--- src/rtl/i2c_pkg.sv ---
// ---------------------------------------------------------------------------
// i2c_pkg
// Shared types for the I2C target register bank: the protocol state
// enumeration and the two bus-level constants that give meaning to the
// R/W bit and the acknowledge bit.
// No ports; imported by i2c_target_regs.
// ---------------------------------------------------------------------------
`timescale 1ns/1ps
package i2c_pkg;

   // Protocol position of the target within a bus transaction
   typedef enum logic [3:0] {
      IDLE,
      ADDR,
      ADDR_ACK,
      WR_PTR,
      WR_DATA,
      WR_ACK,
      RD_DATA,
      RD_ACK,
      IGNORE
   } i2c_tgt_state_e;

   // Value of the R/W bit that requests a read
   localparam logic I2C_READ = 1'b1;

   // Level of SDA that acknowledges a byte
   localparam logic I2C_ACK  = 1'b0;

endpackage

--- src/rtl/i2c_bus_sync.sv ---
// ---------------------------------------------------------------------------
// i2c_bus_sync
// Brings the asynchronous SCL/SDA bus lines into the system_clock domain
// and derives the events the protocol engine works from.
// Ports:
//   system_clock  in   sole clock
//   reset_n       in   asynchronous active-low reset
//   scl_i, sda_i  in   raw bus lines (idle high)
//   scl_rise      out  one-cycle pulse on a synchronized SCL 0->1
//   scl_fall      out  one-cycle pulse on a synchronized SCL 1->0
//   start_det     out  SDA fell while SCL was steadily high
//   stop_det      out  SDA rose while SCL was steadily high
//   sda_s         out  synchronized SDA level
// ---------------------------------------------------------------------------
`timescale 1ns/1ps
module i2c_bus_sync (
   input  logic system_clock,
   input  logic reset_n,
   input  logic scl_i,
   input  logic sda_i,
   output logic scl_rise,
   output logic scl_fall,
   output logic start_det,
   output logic stop_det,
   output logic sda_s
);

   logic [1:0] r_sclSync;
   logic [1:0] r_sdaSync;
   logic       r_sclPrev;
   logic       r_sdaPrev;
   logic       w_sclS;
   logic       w_sdaS;

   // Two-flop synchronizers plus one history flop per line. Everything
   // resets to 1 so an idle bus coming out of reset produces no edges.
   always_ff @(posedge system_clock or negedge reset_n) begin
      if (!reset_n) begin
         r_sclSync <= 2'b11;
         r_sdaSync <= 2'b11;
         r_sclPrev <= 1'b1;
         r_sdaPrev <= 1'b1;
      end else begin
         r_sclSync <= {r_sclSync[0], scl_i};
         r_sdaSync <= {r_sdaSync[0], sda_i};
         r_sclPrev <= r_sclSync[1];
         r_sdaPrev <= r_sdaSync[1];
      end
   end

   assign w_sclS = r_sclSync[1];
   assign w_sdaS = r_sdaSync[1];

   // START/STOP require SCL high on both sides of the SDA change, so an
   // SDA transition can never be confused with a data bit.
   assign scl_rise  =  w_sclS & ~r_sclPrev;
   assign scl_fall  = ~w_sclS &  r_sclPrev;
   assign start_det =  w_sclS &  r_sclPrev &  r_sdaPrev & ~w_sdaS;
   assign stop_det  =  w_sclS &  r_sclPrev & ~r_sdaPrev &  w_sdaS;
   assign sda_s     =  w_sdaS;

endmodule

--- src/rtl/i2c_target_regs.sv ---
// ---------------------------------------------------------------------------
// i2c_target_regs
// I2C target with a small byte-wide register bank and an auto-incrementing
// pointer. The first byte of a write sets the pointer, later bytes are
// stored and announced on wr_valid; reads stream the bank from the pointer.
// Ports:
//   system_clock  in   sole clock
//   reset_n       in   asynchronous active-low reset
//   scl_i, sda_i  in   observed bus lines
//   sda_oe        out  1 pulls SDA low (never drives high)
//   busy          out  addressed by the bus master
//   wr_valid      out  one-cycle strobe per stored byte
//   wr_addr       out  bank index of that byte
//   wr_data       out  the stored byte
//   loc_addr      in   local read index
//   loc_rdata     out  bank contents at loc_addr (combinational)
// ---------------------------------------------------------------------------
`timescale 1ns/1ps
module i2c_target_regs
   import i2c_pkg::*;
#(
   parameter  logic [6:0] TARGET_ADDR = 7'h50,
   parameter  int         NUM_REGS    = 16,
   localparam int         PTR_W       = $clog2(NUM_REGS)
) (
   input  logic             system_clock,
   input  logic             reset_n,
   input  logic             scl_i,
   input  logic             sda_i,
   output logic             sda_oe,
   output logic             busy,
   output logic             wr_valid,
   output logic [PTR_W-1:0] wr_addr,
   output logic [7:0]       wr_data,
   input  logic [PTR_W-1:0] loc_addr,
   output logic [7:0]       loc_rdata
);

   i2c_tgt_state_e   r_state;
   i2c_tgt_state_e   w_stateNext;
   logic [3:0]       r_bitCnt;
   logic [3:0]       w_bitCntNext;
   logic [3:0]       w_bitCntInc;
   logic [7:0]       r_shift;
   logic [7:0]       w_shiftNext;
   logic             r_sdaOe;
   logic             w_sdaOeNext;
   logic             r_busy;
   logic             w_busyNext;
   logic [PTR_W-1:0] r_ptr;
   logic [PTR_W-1:0] w_ptrNext;
   logic [PTR_W-1:0] w_ptrInc;
   logic             w_wrEn;
   logic [7:0]       w_byte;
   logic             w_lastBit;
   logic [7:0]       r_regs [NUM_REGS];
   logic             r_wrValid;
   logic [PTR_W-1:0] r_wrAddr;
   logic [7:0]       r_wrData;

   logic w_sclRise;
   logic w_sclFall;
   logic w_startDet;
   logic w_stopDet;
   logic w_sdaS;

   i2c_bus_sync u_sync (
      .system_clock (system_clock),
      .reset_n      (reset_n),
      .scl_i        (scl_i),
      .sda_i        (sda_i),
      .scl_rise     (w_sclRise),
      .scl_fall     (w_sclFall),
      .start_det    (w_startDet),
      .stop_det     (w_stopDet),
      .sda_s        (w_sdaS)
   );

   // The byte as it will look once the bit on SDA right now is shifted in;
   // only meaningful on the scl_rise that completes a byte.
   assign w_byte      = {r_shift[6:0], w_sdaS};
   assign w_lastBit   = (r_bitCnt == 4'd7);
   assign w_bitCntInc = r_bitCnt + 4'd1;
   assign w_ptrInc    = r_ptr + 1'b1;

   // Protocol state register together with the datapath it steers.
   always_ff @(posedge system_clock or negedge reset_n) begin
      if (!reset_n) begin
         r_state  <= IDLE;
         r_bitCnt <= 4'd0;
         r_shift  <= 8'h00;
         r_sdaOe  <= 1'b0;
         r_busy   <= 1'b0;
         r_ptr    <= '0;
      end else begin
         r_state  <= w_stateNext;
         r_bitCnt <= w_bitCntNext;
         r_shift  <= w_shiftNext;
         r_sdaOe  <= w_sdaOeNext;
         r_busy   <= w_busyNext;
         r_ptr    <= w_ptrNext;
      end
   end

   // Next-state logic. STOP and START override whatever the current state
   // is doing. SDA is only ever changed on scl_fall, so the line is stable
   // for the whole SCL high phase. ADDR_ACK and WR_ACK span two SCL falls:
   // the first asserts the ACK, the second releases it and moves on, and
   // r_sdaOe itself tells the two apart. In RD_DATA the bit counter counts
   // SCL rises: 0 means the first bit has not been put on the bus yet, 8
   // means the byte is finished and SDA is handed back for the master ACK.
   always_comb begin
      w_stateNext  = r_state;
      w_bitCntNext = r_bitCnt;
      w_shiftNext  = r_shift;
      w_sdaOeNext  = r_sdaOe;
      w_busyNext   = r_busy;
      w_ptrNext    = r_ptr;
      w_wrEn       = 1'b0;

      if (w_stopDet) begin
         w_stateNext  = IDLE;
         w_bitCntNext = 4'd0;
         w_sdaOeNext  = 1'b0;
         w_busyNext   = 1'b0;
      end else if (w_startDet) begin
         w_stateNext  = ADDR;
         w_bitCntNext = 4'd0;
         w_sdaOeNext  = 1'b0;
         w_busyNext   = 1'b0;
      end else begin
         case (r_state)
            ADDR: begin
               if (w_sclRise) begin
                  w_shiftNext  = w_byte;
                  w_bitCntNext = w_bitCntInc;
                  if (w_lastBit) begin
                     w_bitCntNext = 4'd0;
                     w_stateNext  = (w_byte[7:1] == TARGET_ADDR) ? ADDR_ACK : IGNORE;
                  end
               end
            end

            ADDR_ACK: begin
               if (w_sclFall) begin
                  if (!r_sdaOe) begin
                     w_sdaOeNext = 1'b1;
                     w_busyNext  = 1'b1;
                  end else if (r_shift[0] == I2C_READ) begin
                     w_stateNext  = RD_DATA;
                     w_bitCntNext = 4'd0;
                     w_shiftNext  = r_regs[r_ptr];
                     w_sdaOeNext  = ~r_regs[r_ptr][7];
                  end else begin
                     w_stateNext  = WR_PTR;
                     w_bitCntNext = 4'd0;
                     w_sdaOeNext  = 1'b0;
                  end
               end
            end

            WR_PTR, WR_DATA: begin
               if (w_sclRise) begin
                  w_shiftNext  = w_byte;
                  w_bitCntNext = w_bitCntInc;
                  if (w_lastBit) begin
                     w_bitCntNext = 4'd0;
                     w_stateNext  = WR_ACK;
                     if (r_state == WR_PTR) begin
                        w_ptrNext = w_byte[PTR_W-1:0];
                     end else begin
                        w_wrEn    = 1'b1;
                        w_ptrNext = w_ptrInc;
                     end
                  end
               end
            end

            WR_ACK: begin
               if (w_sclFall) begin
                  if (!r_sdaOe) begin
                     w_sdaOeNext = 1'b1;
                  end else begin
                     w_sdaOeNext  = 1'b0;
                     w_stateNext  = WR_DATA;
                     w_bitCntNext = 4'd0;
                  end
               end
            end

            RD_DATA: begin
               if (w_sclRise) begin
                  w_bitCntNext = w_bitCntInc;
               end else if (w_sclFall) begin
                  if (r_bitCnt == 4'd0) begin
                     w_sdaOeNext = ~r_shift[7];
                  end else if (r_bitCnt == 4'd8) begin
                     w_sdaOeNext  = 1'b0;
                     w_stateNext  = RD_ACK;
                     w_bitCntNext = 4'd0;
                  end else begin
                     w_shiftNext = {r_shift[6:0], 1'b0};
                     w_sdaOeNext = ~r_shift[6];
                  end
               end
            end

            RD_ACK: begin
               if (w_sclRise) begin
                  w_ptrNext = w_ptrInc;
                  if (w_sdaS == I2C_ACK) begin
                     w_stateNext  = RD_DATA;
                     w_bitCntNext = 4'd0;
                     w_shiftNext  = r_regs[w_ptrInc];
                  end else begin
                     w_stateNext = IGNORE;
                  end
               end
            end

            default: begin
            end
         endcase
      end
   end

   // Register bank and the write report. The bank is written on the same
   // edge that raises wr_valid, so a local read of that index shows the
   // new value from the following cycle.
   always_ff @(posedge system_clock or negedge reset_n) begin
      if (!reset_n) begin
         for (int i = 0; i < NUM_REGS; i++) begin
            r_regs[i] <= 8'h00;
         end
         r_wrValid <= 1'b0;
         r_wrAddr  <= '0;
         r_wrData  <= 8'h00;
      end else begin
         r_wrValid <= w_wrEn;
         if (w_wrEn) begin
            r_regs[r_ptr] <= w_byte;
            r_wrAddr      <= r_ptr;
            r_wrData      <= w_byte;
         end
      end
   end

   assign sda_oe    = r_sdaOe;
   assign busy      = r_busy;
   assign wr_valid  = r_wrValid;
   assign wr_addr   = r_wrAddr;
   assign wr_data   = r_wrData;
   assign loc_rdata = r_regs[loc_addr];

endmodule

--- config.mk ---
export PLATFORM = sky130hd
export DESIGN_NAME = i2c_target_regs
export DESIGN_NICKNAME = d
export VERILOG_FILES = /design/src/rtl/i2c_pkg.sv /design/src/rtl/i2c_bus_sync.sv /design/src/rtl/i2c_target_regs.sv
export SDC_FILE = /design/constraint.sdc
export NUM_CORES = 1
export LEC_CHECK = 0
export CAP_MARGIN = 20
export CORE_ASPECT_RATIO = 1.75
export CORE_MARGIN = 3
export CORE_UTILIZATION = 35
export CTS_BUF_LIST = sky130_fd_sc_hd__clkbuf_4 sky130_fd_sc_hd__clkbuf_8
export CTS_CLUSTER_DIAMETER = 80
export DETAILED_ROUTE_END_ITERATION = 16
export DONT_BUFFER_PORTS = 1
export GPL_TIMING_DRIVEN = 0
export PLACE_DENSITY = 0.56
export RECOVER_POWER = 100
export SLEW_MARGIN = 10
export SYNTH_ARGS = -nofsm -noshare
export SYNTH_HDL_FRONTEND = slang
export SYNTH_SLANG_ARGS = --single-unit
--- constraint.sdc ---
create_clock -name system_clock -period 4.2 [get_ports system_clock]
set_input_delay 1.05 -clock system_clock [delete_from_list [all_inputs] [get_ports system_clock]]
set_output_delay 1.05 -clock system_clock [all_outputs]
set_load 0.005 [all_outputs]
# Word-level counts from Yosys, hierarchy flattened
# Index checks and enable logic that the tools add are counted.
# word_totals
input_bits,8
reg_bits,169
elab_cells,200
# op_classes
magnitude_cmp,4
eq_ne,43
muxes,83
addsub,2
bitwise,19
n_reduce_logical,19
# op_table
cell,n
8-bit two-way mux,17
4-bit two-way mux,33
128-bit bitwise mux,1
8-bit binary-select mux with 4-bit select,3
"4-bit by 1-bit inequality test with 1-bit output, second input constant",9
8-bit demux with 4-bit select,1
8-bit case mux with 4 select lines,1
"4-bit by 2-bit inequality test with 1-bit output, second input constant",7
4-bit case mux with 6 select lines,1
1-bit two-way mux,22
"4-bit by 3-bit equality test with 1-bit output, second input constant",5
4-bit case mux with 4 select lines,1
"5-bit >= comparator, second input constant",3
4-bit NOT with 5-bit output,3
"2-bit inequality test, second input constant",7
14-bit AND reduction,1
13-bit AND reduction,1
12-bit AND reduction,1
"2-bit by 1-bit inequality test with 1-bit output, second input constant",5
"5-bit by 2-bit inequality test with 1-bit output, second input constant",2
1-bit NOT,9
9-bit AND reduction,1
"4-bit by 1-bit adder with 4-bit output, second input constant",2
"4-bit by 2-bit equality test with 1-bit output, second input constant",2
24 further kinds,32

# Logic depth before layout (Yosys ltp)
# Gate-level depths: netlist of run 1.
# logic_depth
word_depth,11
ltp_mapped,12

# By module
# A second synthesis of run 1 with hierarchy kept.
# hier_totals
cells_unflattened,789
hier_area_um2,10176.0
# by_module_without_submodules
module,n_inst,area_per_inst_um2,cells_each
i2c_target_regs,1,9985.8,779
i2c_bus_sync,1,190.2,10

# Worst setup path after synthesis of run 1
# No wires, ideal clock.
# synth_path
path_type,input-to-output
start,in loc_addr[0]
end,out loc_rdata[0]
path_slack_ns,0.587
arrival_ns,2.563
path_stages,4
path_buffers,2
cell_sequence,clkbuf_1 > buf_2 > mux4_2 > mux4_2
# synth_via
elab_chain_cells,4
# synth_rtl
element,line_no,rtl
start: declaration,i2c_target_regs.sv:35,"input logic [PTR_W-1:0] loc_addr,"
4-bit NOT with 5-bit output (not written as such),i2c_target_regs.sv:253,assign loc_rdata = r_regs[loc_addr];
8-bit binary-select mux with 4-bit select,i2c_target_regs.sv:253,
8-bit two-way mux (not written as such) (2 in series),i2c_target_regs.sv:253,
end: declaration,i2c_target_regs.sv:36,output logic [7:0] loc_rdata
# No other way between the ends. The select of a mux whose other input is x is not followed.

# Worst setup path after layout of run 1
# layout_path
start,in loc_addr[0]
end,out loc_rdata[6]
# The elaborated chain is that of the path after synthesis.

==> reports/summary.txt, run 1 <==
Warnings, synthesis = 0
Yosys top cell area share = 39.6%
Worst-path cell with the longest stage delay = mux4_2
Post-synth net total = 745
Power density cells = 319 mW/mm2
Final HPWL DP = 22,500 um
Worst slew pin tran = 1.22 ns
CP Class = in2out
Slew Viols, Final = 0
Die Width = 136 um
Number of global-route vias before repair = 7,148
Status = completed
Die area = 0.0316 mm2
Commonest register cell after synthesis = dfrtp_1
Clock skew = 0.0190 ns
Drt total wl = 31,400 um
Unrepaired setup endpoints after global routing = no
CP Cell Sequence = clkbuf_1, clkbuf_2, mux4_2, mux4_2
TritonCTS Buffers = 17
NumNets Final = 764
Clock H-tree levels = 4
Layout cells sized above 1 = 42.5%
Area growth from synthesis to layout = 6.56%
Setup violators final = 0
Largest net degree at the start of global routing = 170
Critical Path RT = 3.15 ns
WL per Instance = 27.5 um
First-pass GRT wire length = 47,700 um
Clock tree root buffer cell = clkbuf_8
Cell variety after synth = 59
Leakage = 4.46 nW
Chip Height = 233 um
Setup_tns = 0 ns
GP Congestion = 0.903
Most numerous cell in the Yosys netlist = dfrtp_1
Placeable Area = 0.0288 mm2
EDFF count, synth = 0
Port Buffer Count = 0
Min-delay worst type = in2async
CTS sink count = 169
CP startpoint kind = primary input
Netlist Area Pre-Place = 0.0103 mm2
Crit path max fanout = 10
Antenna violations before repair = 0
Leading area contributor after synthesis = dfrtp_1
Bufs and invs on worst path = 2
Max_slew headroom = 18.5%
DR iter-0 viols = 546
Later-pin clock latency in the skew report = 0.51 ns
Total of max-cap violations = 0
CP top delay family = multiplexers
GRT Total Usage = 20.9%
Tcrit/Tclk final = 97.8%
Peak supply drop = 0.215 mV
Minimum clock period = 4.11 ns
CTS tree = done
Router iterations before antenna repair = 5
Routed vias = 6,749
DRC errors left = 0
DRT antenna net count = 0
Slowest stage delay, CP = 0.64 ns
Flops & latches, synth = 169
PnR Total Power = 3.51 mW
WP data arrival = 3.06 ns
Max Root-Sink Buffers = 2
Max Freq = 244 MHz
Fraction of registers with async set/reset = 100%
Sequential fraction of the synthesis area = 41.1%
Clk slew on worst S/H paths = 0.10 ns
Routed vias/inst = 5.91
Cell count after synthesis = 731
Hold Violations, Final = 0
Cell row count = 82
CP most frequent cell = mux4_2
CP Capture Type = primary output
Remaining global-route overflow = 0
Commonest cells in the synthesized netlist = dfrtp_1, mux2_2, mux4_2
Starting Density = 35.7%
I/O Pins = 31
Syn Area/Cell = 14.1 um2
Synth top area cells = dfrtp_1, mux4_2, mux2_2
## layout by cell type (no fill, tap or decap), types with 3 or more instances in the layout
| master | Yosys | layout |
|---|---|---|
| nor3_1 | 4 | 4 |
| ha_1 | 6 | 6 |
| nand2b_1 | 7 | 7 |
| a211oi_1 | 3 | 4 |
| clkinvlp_4 | 0 | 5 |
| o211ai_1 | 3 | 3 |
| nor2b_1 | 7 | 7 |
| buf_4 | 5 | 5 |
| buf_1 | 3 | 3 |
| o21ai_0 | 10 | 11 |
| mux2_2 | 142 | 141 |
| nand3_1 | 10 | 11 |
| a21oi_1 | 17 | 17 |
| buf_2 | 20 | 16 |
| mux4_2 | 104 | 104 |
| and3_1 | 5 | 5 |
| clkbuf_1 | 29 | 32 |
| inv_1 | 9 | 9 |
| o22ai_1 | 10 | 10 |
| xnor2_1 | 3 | 3 |
| clkbuf_8 | 0 | 17 |
| nand3b_1 | 3 | 3 |
| buf_6 | 4 | 3 |
| a2bb2oi_1 | 5 | 5 |
| mux2i_1 | 29 | 29 |
| clkbuf_4 | 0 | 4 |
| inv_6 | 0 | 3 |
| nor2_1 | 38 | 50 |
| dfstp_2 | 6 | 5 |
| nor3_2 | 0 | 4 |
| dfrtp_1 | 163 | 162 |
| nand2_1 | 20 | 24 |
| a31oi_1 | 9 | 10 |
## registers in the layout, summed over array words and instances (netlist names), 2 cells and up
name	cells
u_sync.r_sclSync	2
r_ptr	4
r_shift	8
r_state	4
wr_addr	4
r_bitCnt	4
r_regs	128
wr_data	8
u_sync.r_sdaSync	2
## what timing repair did
action	in CTS	in global routing
hold buffers	0	0
setup buffers	0	0
resized for setup	0	3
setup endpoints to repair	0	6
hold endpoints to repair	0	0
## worst reg2reg max path, cell delays in order (launching register included)
cell and delay [ns]:
dfrtp_1 0.39, clkbuf_1 0.48, clkbuf_1 0.63, inv_1 0.15
ha_1 0.31, buf_2 0.25, buf_6 0.25, mux4_2 0.52
mux2i_1 0.21, o22ai_1 0.11, a2111oi_0 0.41, a21oi_1 0.12
## stage by stage
stage / instance area (um2) / setup WS (ns) / utilization, % / cells / hold slack [ns]
after global placement: 10800 / 0.0831 / 37.4 / 1109 / 0.346
final: 11000 / 0.0935 / 38.1 / 1142 / 0.229
after CTS: 11200 / 0.0812 / 38.7 / 1141 / 0.195
after global routing: 11000 / 0.00882 / 38.1 / 1141 / 0.192
after floorplan: 10300 / 0.587 / - / 731 / 0.345
after detailed placement: 10800 / 0.0977 / 37.4 / 1109 / 0.347
## power breakdown
| group | total (mW) | internal [mW] | switching [mW] |
|---|---|---|---|
| Clock | 1.16 | 0.496 | 0.664 |
| Sequential | 1.73 | 1.69 | 0.0395 |
| Combinational | 0.622 | 0.152 | 0.470 |
## final timing paths
kind | slack [ns] | endpoint | start | depth (start not counted)
worst max-delay path | 0.09 | loc_rdata[6] | loc_addr[0] | 4
max in group asynchronous | 3.62 | r_regs[96]$_DFFE_PN0P_ | reset_n | 0
worst max register to register | 0.23 | r_shift[7]$_DFFE_PN0P_ | r_ptr[1]$_DFFE_PN0P_ | 11
min in group system_clock | 0.36 | u_sync.r_sclSync[1]$_DFF_PN1_ | u_sync.r_sclSync[0]$_DFF_PN1_ | 0
worst min-delay path | 0.23 | r_ptr[2]$_DFFE_PN0P_ | reset_n | 0
worst min register to register | 0.36 | u_sync.r_sclSync[1]$_DFF_PN1_ | u_sync.r_sclSync[0]$_DFF_PN1_ | 0
## routing by layer
layer  part of all wire (%)  track usage, %
met1                     34            21.9
met2                     54            37.8
met3                    4.3            4.18
met4                    7.3            13.3
met5                      0               0
## final cells by class
class	count	area [um2]
inverters	9	33.8
multi-input cells	492	5560
plain buffers	61	295
flip-flops and latches	169	4240
fillers	2729	17800
diodes	1	2.50
clock buffers	20	256
well taps	378	473
clock inverters	12	119
## cells by family after synthesis
logic type               share of synthesized area, %
AO/OA/AOI/OAI                                    5.58
XOR/XNOR                                        0.498
adder cells (fa/ha/maj)                         0.728
buffers and inverters                            3.27
flip-flops                                       41.1
multiplexers                                     41.1
AND/OR/NAND/NOR                                  7.76
Power figures use the tool's default switching activity.
==> inputs of run 2 (changes only) <==
--- a/config.mk
+++ b/config.mk
@@ -8,13 +8,13 @@
 export CAP_MARGIN = 20
 export CORE_ASPECT_RATIO = 1.75
 export CORE_MARGIN = 3
-export CORE_UTILIZATION = 35
+export CORE_UTILIZATION = 40
 export CTS_BUF_LIST = sky130_fd_sc_hd__clkbuf_4 sky130_fd_sc_hd__clkbuf_8
 export CTS_CLUSTER_DIAMETER = 80
 export DETAILED_ROUTE_END_ITERATION = 16
 export DONT_BUFFER_PORTS = 1
 export GPL_TIMING_DRIVEN = 0
-export PLACE_DENSITY = 0.56
+export PLACE_DENSITY = 0.61
 export RECOVER_POWER = 100
 export SLEW_MARGIN = 10
 export SYNTH_ARGS = -nofsm -noshare
==> reports/summary.txt, run 2 (synthesized netlist as in run 1, its figures left out) <==
FF-to-FF path depth = 11 (unchanged)
Antenna cells = 0 (-1)
GRT Total Usage = 22.9% (+1.9 points)
Clock tree root buffer cell = clkbuf_8
WL per Instance = 28.5 um (+3.7%)
Place WS = 0.128 ns (+0.0304 ns)
Min-delay worst type = in2async
Drt total wl = 30,800 um (-2.0%)
Clk slew on worst S/H paths = 0.10 ns (about the same)
GP Congestion = 0.914 (+1.2%)
Chip Height = 218 um (-6.3%)
Max Freq = 245 MHz (+0.74%)
Top reg by flops = r_regs
Peak supply drop = 0.217 mV (+1.2%)
Die Width = 127 um (-6.2%)
Max_slew headroom = 19.8% (+1.3 points)
Area growth from synthesis to layout = 6.26%
Hold Violations, Final = 0 (unchanged)
NumNets Final = 764 (unchanged)
Setup violators final = 0 (unchanged)
Commonest non-fill, non-tap cell in the layout = dfrtp_1
Final hold slack = 0.228 ns (-0.00151 ns)
Later-pin clock latency in the skew report = 0.51 ns (about the same)
DRC errors left = 0 (unchanged)
Routed vias = 6,843 (+1.4%)
Max reg flops = 128 (unchanged)
Clock skew = 0.0232 ns (+0.00427 ns)
Tcrit/Tclk final = 97.1% (-0.72 points)
Power density cells = 332 mW/mm2 (+4.1%)
Status = completed
DRT antenna net count = 0 (unchanged)
Reg-to-Reg Start = r_ptr[1]$_DFFE_PN0P_
Worst slew pin tran = 1.20 ns (-0.0164 ns)
CTS tree = done
Slew Viols, Final = 0 (unchanged)
Unrepaired setup endpoints after global routing = no
Starting Density = 40.7% (+4.9 points)
Die area = 0.0278 mm2 (-12%)
Hold buffers post-CTS = 0 (unchanged)
Antenna violations before repair = 0 (unchanged)
Number of global-route vias before repair = 7,087 (-0.85%)
Utilization after layout = 43.2% (+5.1 points)
Minimum clock period = 4.08 ns (-0.0304 ns)
Clock H-tree levels = 4 (unchanged)
TritonCTS Buffers = 17 (unchanged)
Area after DPL = 0.0107 mm2 (-0.72%)
Setup_tns = 0 ns (unchanged)
CP Class = in2out
Max Root-Sink Buffers = 2 (unchanged)
Placeable Area = 0.0253 mm2 (-12%)
Leakage = 4.50 nW (+0.96%)
I/O Pins = 31 (unchanged)
Crit path max fanout = 10 (unchanged)
Largest net degree at the start of global routing = 170 (unchanged)
Port Buffer Count = 0 (unchanged)
Critical Path RT = 3.15 ns (about the same)
RR Endpoint = r_shift[7]$_DFFE_PN0P_
Cell row count = 77 (-6.1%)
Router iterations before antenna repair = 7 (+2)
DR iter-0 viols = 564 (+3.3%)
First-pass GRT wire length = 45,700 um (-4.1%)
Final HPWL DP = 21,900 um (-3.0%)
Routed vias/inst = 6.34 (+7.3%)
CP Capture Type = primary output
Total of max-cap violations = 0 (unchanged)
CP startpoint kind = primary input
CTS sink count = 169 (unchanged)
R2R setup slack = 0.26 ns (+0.03 ns)
Layout cells sized above 1 = 42.3% (-0.13 points)
PnR worst setup slack = 0.124 ns (+0.0304 ns)
Leading cell types in the layout, fill and taps excluded = dfrtp_1, mux2_2, mux4_2
WP data arrival = 3.03 ns (-0.03 ns)
Post-route cell area = 0.0110 mm2 (-0.27%)
Remaining global-route overflow = 0 (unchanged)
## run 2: cell types whose count changed in the layout (fill, tap and decap cells not counted), moves of 2 or more
cell,previous run,this run
clkinvlp_4,5,0
clkbuf_8,17,20
buf_2,16,14
bufinv_16,1,3
clkbuf_2,1,3
clkbuf_4,4,2
clkinv_2,1,3
## run 2: cell type report
cell class                      instances  area (um2)
Sequential cell                       169        4240
Multi-Input combinational cell        492        5560
Fill cell                            2323       14400
Inverter                                9        33.8
Clock buffer                           22         290
Tap cell                              316         395
Buffer                                 61         292
Clock inverter                         10         140
## run 2: worst max path at each step
stage | start | endpoint | slack (ns) | depth (start not counted)
floorplan | loc_addr[0] | loc_rdata[0] | 0.59 | 4
global placement | loc_addr[0] | loc_rdata[2] | 0.12 | 4
detailed placement | loc_addr[0] | loc_rdata[2] | 0.13 | 4
CTS | loc_addr[0] | loc_rdata[2] | 0.13 | 4
global route | loc_addr[0] | loc_rdata[2] | 0.02 | 4
finish | loc_addr[0] | loc_rdata[2] | 0.12 | 4
## run 2: repair_timing
action,in CTS,in global routing
setup endpoints to repair,0,3
buffers inserted,0,0
gates resized for setup,0,1
## run 2: power breakdown
| group | total, mW | internal, mW | switching (mW) |
|---|---|---|---|
| clock | 1.30 | 0.651 | 0.645 |
| combinational | 0.619 | 0.152 | 0.467 |
| sequential | 1.73 | 1.69 | 0.0409 |
| total | 3.64 | 2.49 | 1.15 |
## run 2: metal layers
metal	GRT usage [%]	part of all wire, %	up-vias
met5	0	0	-
met4	15.8	6.8	0
met3	4.33	4.6	97
met2	40.6	54	251
met1	24.0	34	3618
li1	-	-	2877
## run 2: critical path, stage by stage
cell	delay [ns]
clkbuf_1	0.24
clkbuf_2	0.53
mux4_2	0.65
mux4_2	0.54
## run 2: metrics by stage
step / total power, mW / instances
2_1_floorplan: 2.12 / 731
3_3_place_gp: 2.37 / 1047
3_5_place_dp: 2.38 / 1047
4_1_cts: 3.66 / 1079
5_1_grt: 3.78 / 1079
6_report: 3.64 / 1079
==> inputs of run 3 (changes only) <==
--- a/config.mk
+++ b/config.mk
@@ -6,7 +6,7 @@
 export NUM_CORES = 1
 export LEC_CHECK = 0
 export CAP_MARGIN = 20
-export CORE_ASPECT_RATIO = 1.75
+export CORE_ASPECT_RATIO = 1.2
 export CORE_MARGIN = 3
 export CORE_UTILIZATION = 40
 export CTS_BUF_LIST = sky130_fd_sc_hd__clkbuf_4 sky130_fd_sc_hd__clkbuf_8
==> reports/summary.txt, run 3 (synthesized netlist as in run 1, its figures left out) <==
P_sw = 1.16 mW (+0.38%)
Final HPWL DP = 19,700 um (-10%)
Sequential Power Share = 48.7% (+1.3 points)
Unrepaired setup endpoints after global routing = no
Later-pin clock latency in the skew report = 0.48 ns (-0.03 ns)
Setup_tns = 0 ns (unchanged)
CTS tree = done
Antenna cells = 0 (unchanged)
GRT Total Usage = 20.6% (-2.2 points)
Slew Viols, Final = 0 (unchanged)
Antenna violations before repair = 0 (unchanged)
Placeable Area = 0.0251 mm2 (-1.1%)
Cell row count = 63 (-18%)
Power density cells = 324 mW/mm2 (-2.5%)
Commonest non-fill, non-tap cell in the layout = dfrtp_1
Area growth from synthesis to layout = 6.11%
Layout cells sized above 1 = 42.1% (-0.26 points)
Final hold slack = 0.248 ns (+0.0200 ns)
Number of global-route vias before repair = 6,948 (-2.0%)
Chip Height = 182 um (-17%)
Clock skew = 0.0229 ns (-0.000343 ns)
WL per Instance = 25.9 um (-9.1%)
TritonCTS Buffers = 17 (unchanged)
Tcrit/Tclk final = 95.9% (-1.1 points)
Router iterations before antenna repair = 6 (-1)
WP data arrival = 2.98 ns (-0.05 ns)
# fillers = 2,356 (+1.4%)
Setup violators final = 0 (unchanged)
NumNets Final = 764 (unchanged)
Peak supply drop = 0.192 mV (-12%)
FF-to-FF path depth = 12 (+1)
Clock H-tree levels = 4 (unchanged)
Starting Density = 41.1% (+0.44 points)
Clock power share = 34.6% (-1.0 points)
Register area = 0.00424 mm2 (about the same)
Worst slew pin tran = 1.19 ns (-0.0129 ns)
Wl on met1 = 11,700 um (+11%)
Remaining global-route overflow = 0 (unchanged)
Metal2 WL = 13,900 um (-16%)
DR iter-0 viols = 510 (-9.6%)
Top Layer Used = met4
Min-delay worst type = in2async
Largest net degree at the start of global routing = 170 (unchanged)
Die Width = 153 um (+20%)
Hold Violations, Final = 0 (unchanged)
Clock tree root buffer cell = clkbuf_8
Area after DPL = 0.0107 mm2 (+0.11%)
Minimum clock period = 4.03 ns (-0.0465 ns)
CP startpoint kind = primary input
Gate power share = 16.7% (-0.3 points)
Routed vias/inst = 6.19 (-2.4%)
Die area = 0.0277 mm2 (-0.24%)
Port Buffer Count = 0 (unchanged)
Routed vias = 6,737 (-1.5%)
Reg-to-Reg Start = r_ptr[0]$_DFFE_PN0P_
Crit path max fanout = 10 (unchanged)
DRT antenna net count = 0 (unchanged)
RR Endpoint = r_shift[1]$_DFFE_PN0P_
Setup Buffers After CTS = 0 (unchanged)
Total of max-cap violations = 0 (unchanged)
Hold buffers post-CTS = 0 (unchanged)
WL met3 = 1500 um (+4.6%)
First-pass GRT wire length = 43,700 um (-4.4%)
Drt total wl = 28,200 um (-8.3%)
Max_slew headroom = 20.6% (+0.86 points)
Leading cell types in the layout, fill and taps excluded = dfrtp_1, mux2_2, mux4_2
Critical Path RT = 3.15 ns (about the same)
GP Congestion = 0.893 (-2.3%)
CP Class = in2out
Max Root-Sink Buffers = 2 (unchanged)
DRC errors left = 0 (unchanged)
Switching Share = 32.6% (+0.97 points)
CTS sink count = 169 (unchanged)
Status = completed
Leakage = 4.48 nW (-0.43%)
Top reg by flops = r_regs
R2R setup slack = 0.30 ns (+0.04 ns)
Max Freq = 248 MHz (+1.2%)
Clk slew on worst S/H paths = 0.11 ns (about the same)
CP Capture Type = primary output
I/O Pins = 31 (unchanged)
Multi-input gate area = 0.00556 mm2 (unchanged)
Resize count post-CTS = 0 (unchanged)
Post-route cell area = 0.0109 mm2 (-0.15%)
Internal Power = 2.39 mW (-4.0%)
Max reg flops = 128 (unchanged)
[run 3: changes by cell type in the layout (fill, tap and decap cells not counted), sizes merged]
cell | before | now
clkinv | 5 | 4
bufinv | 3 | 2
clkbuf | 58 | 52
inv | 11 | 15
buf | 25 | 27
clkinvlp | 0 | 2
[run 3: final cells by class]
class,instances,share of cell area [%]
multi-input cells,492,50.9
flip-flops and latches,169,38.7
well taps,325,3.72
plain buffers,61,2.67
clock buffers,18,2.21
clock inverters,14,1.49
inverters,9,0.309
[run 3: metrics by stage]
stage	worst slack (ns)	power, mW	std cells	utilization [%]
finish	0.170	3.55	1088	43.6
global route	0.0369	3.71	1088	43.6
CTS	0.176	3.58	1088	44.3
detailed placement	0.175	2.36	1056	42.7
global placement	0.170	2.35	1056	42.7
floorplan	0.587	2.12	731	-
[run 3: worst max-delay path, stage by stage]
cell and delay [ns]:
clkbuf_1 0.26, clkbuf_2 0.47, mux4_2 0.62, mux4_2 0.56
[run 3: power by group through the flow]
stage	clock network [mW]	logic [mW]	registers, mW
2_1_floorplan	0	0.376	1.75
3_3_place_gp	0	0.595	1.76
3_5_place_dp	0	0.597	1.76
4_1_cts	1.25	0.599	1.73
5_1_grt	1.32	0.651	1.74
6_report	1.23	0.593	1.73
[run 3: how the worst max path moves through the flow]
stage / startpoint / cells after the start / to
global route: r_ptr[0]$_DFFE_PN0P_ / 12 / r_shift[1]$_DFFE_PN0P_
CTS: loc_addr[0] / 4 / loc_rdata[6]
global placement: loc_addr[0] / 4 / loc_rdata[6]
detailed placement: loc_addr[0] / 4 / loc_rdata[6]
floorplan: loc_addr[0] / 4 / loc_rdata[0]
finish: loc_addr[0] / 4 / loc_rdata[6]
[run 3: per-layer routing]
| layer | GRT usage, % | up-vias |
|---|---|---|
| met3 | 3.60 | 60 |
| met1 | 26.9 | 3570 |
| met2 | 34.9 | 231 |
| met5 | 0 | - |
| li1 | - | 2876 |
| met4 | 7.70 | 0 |
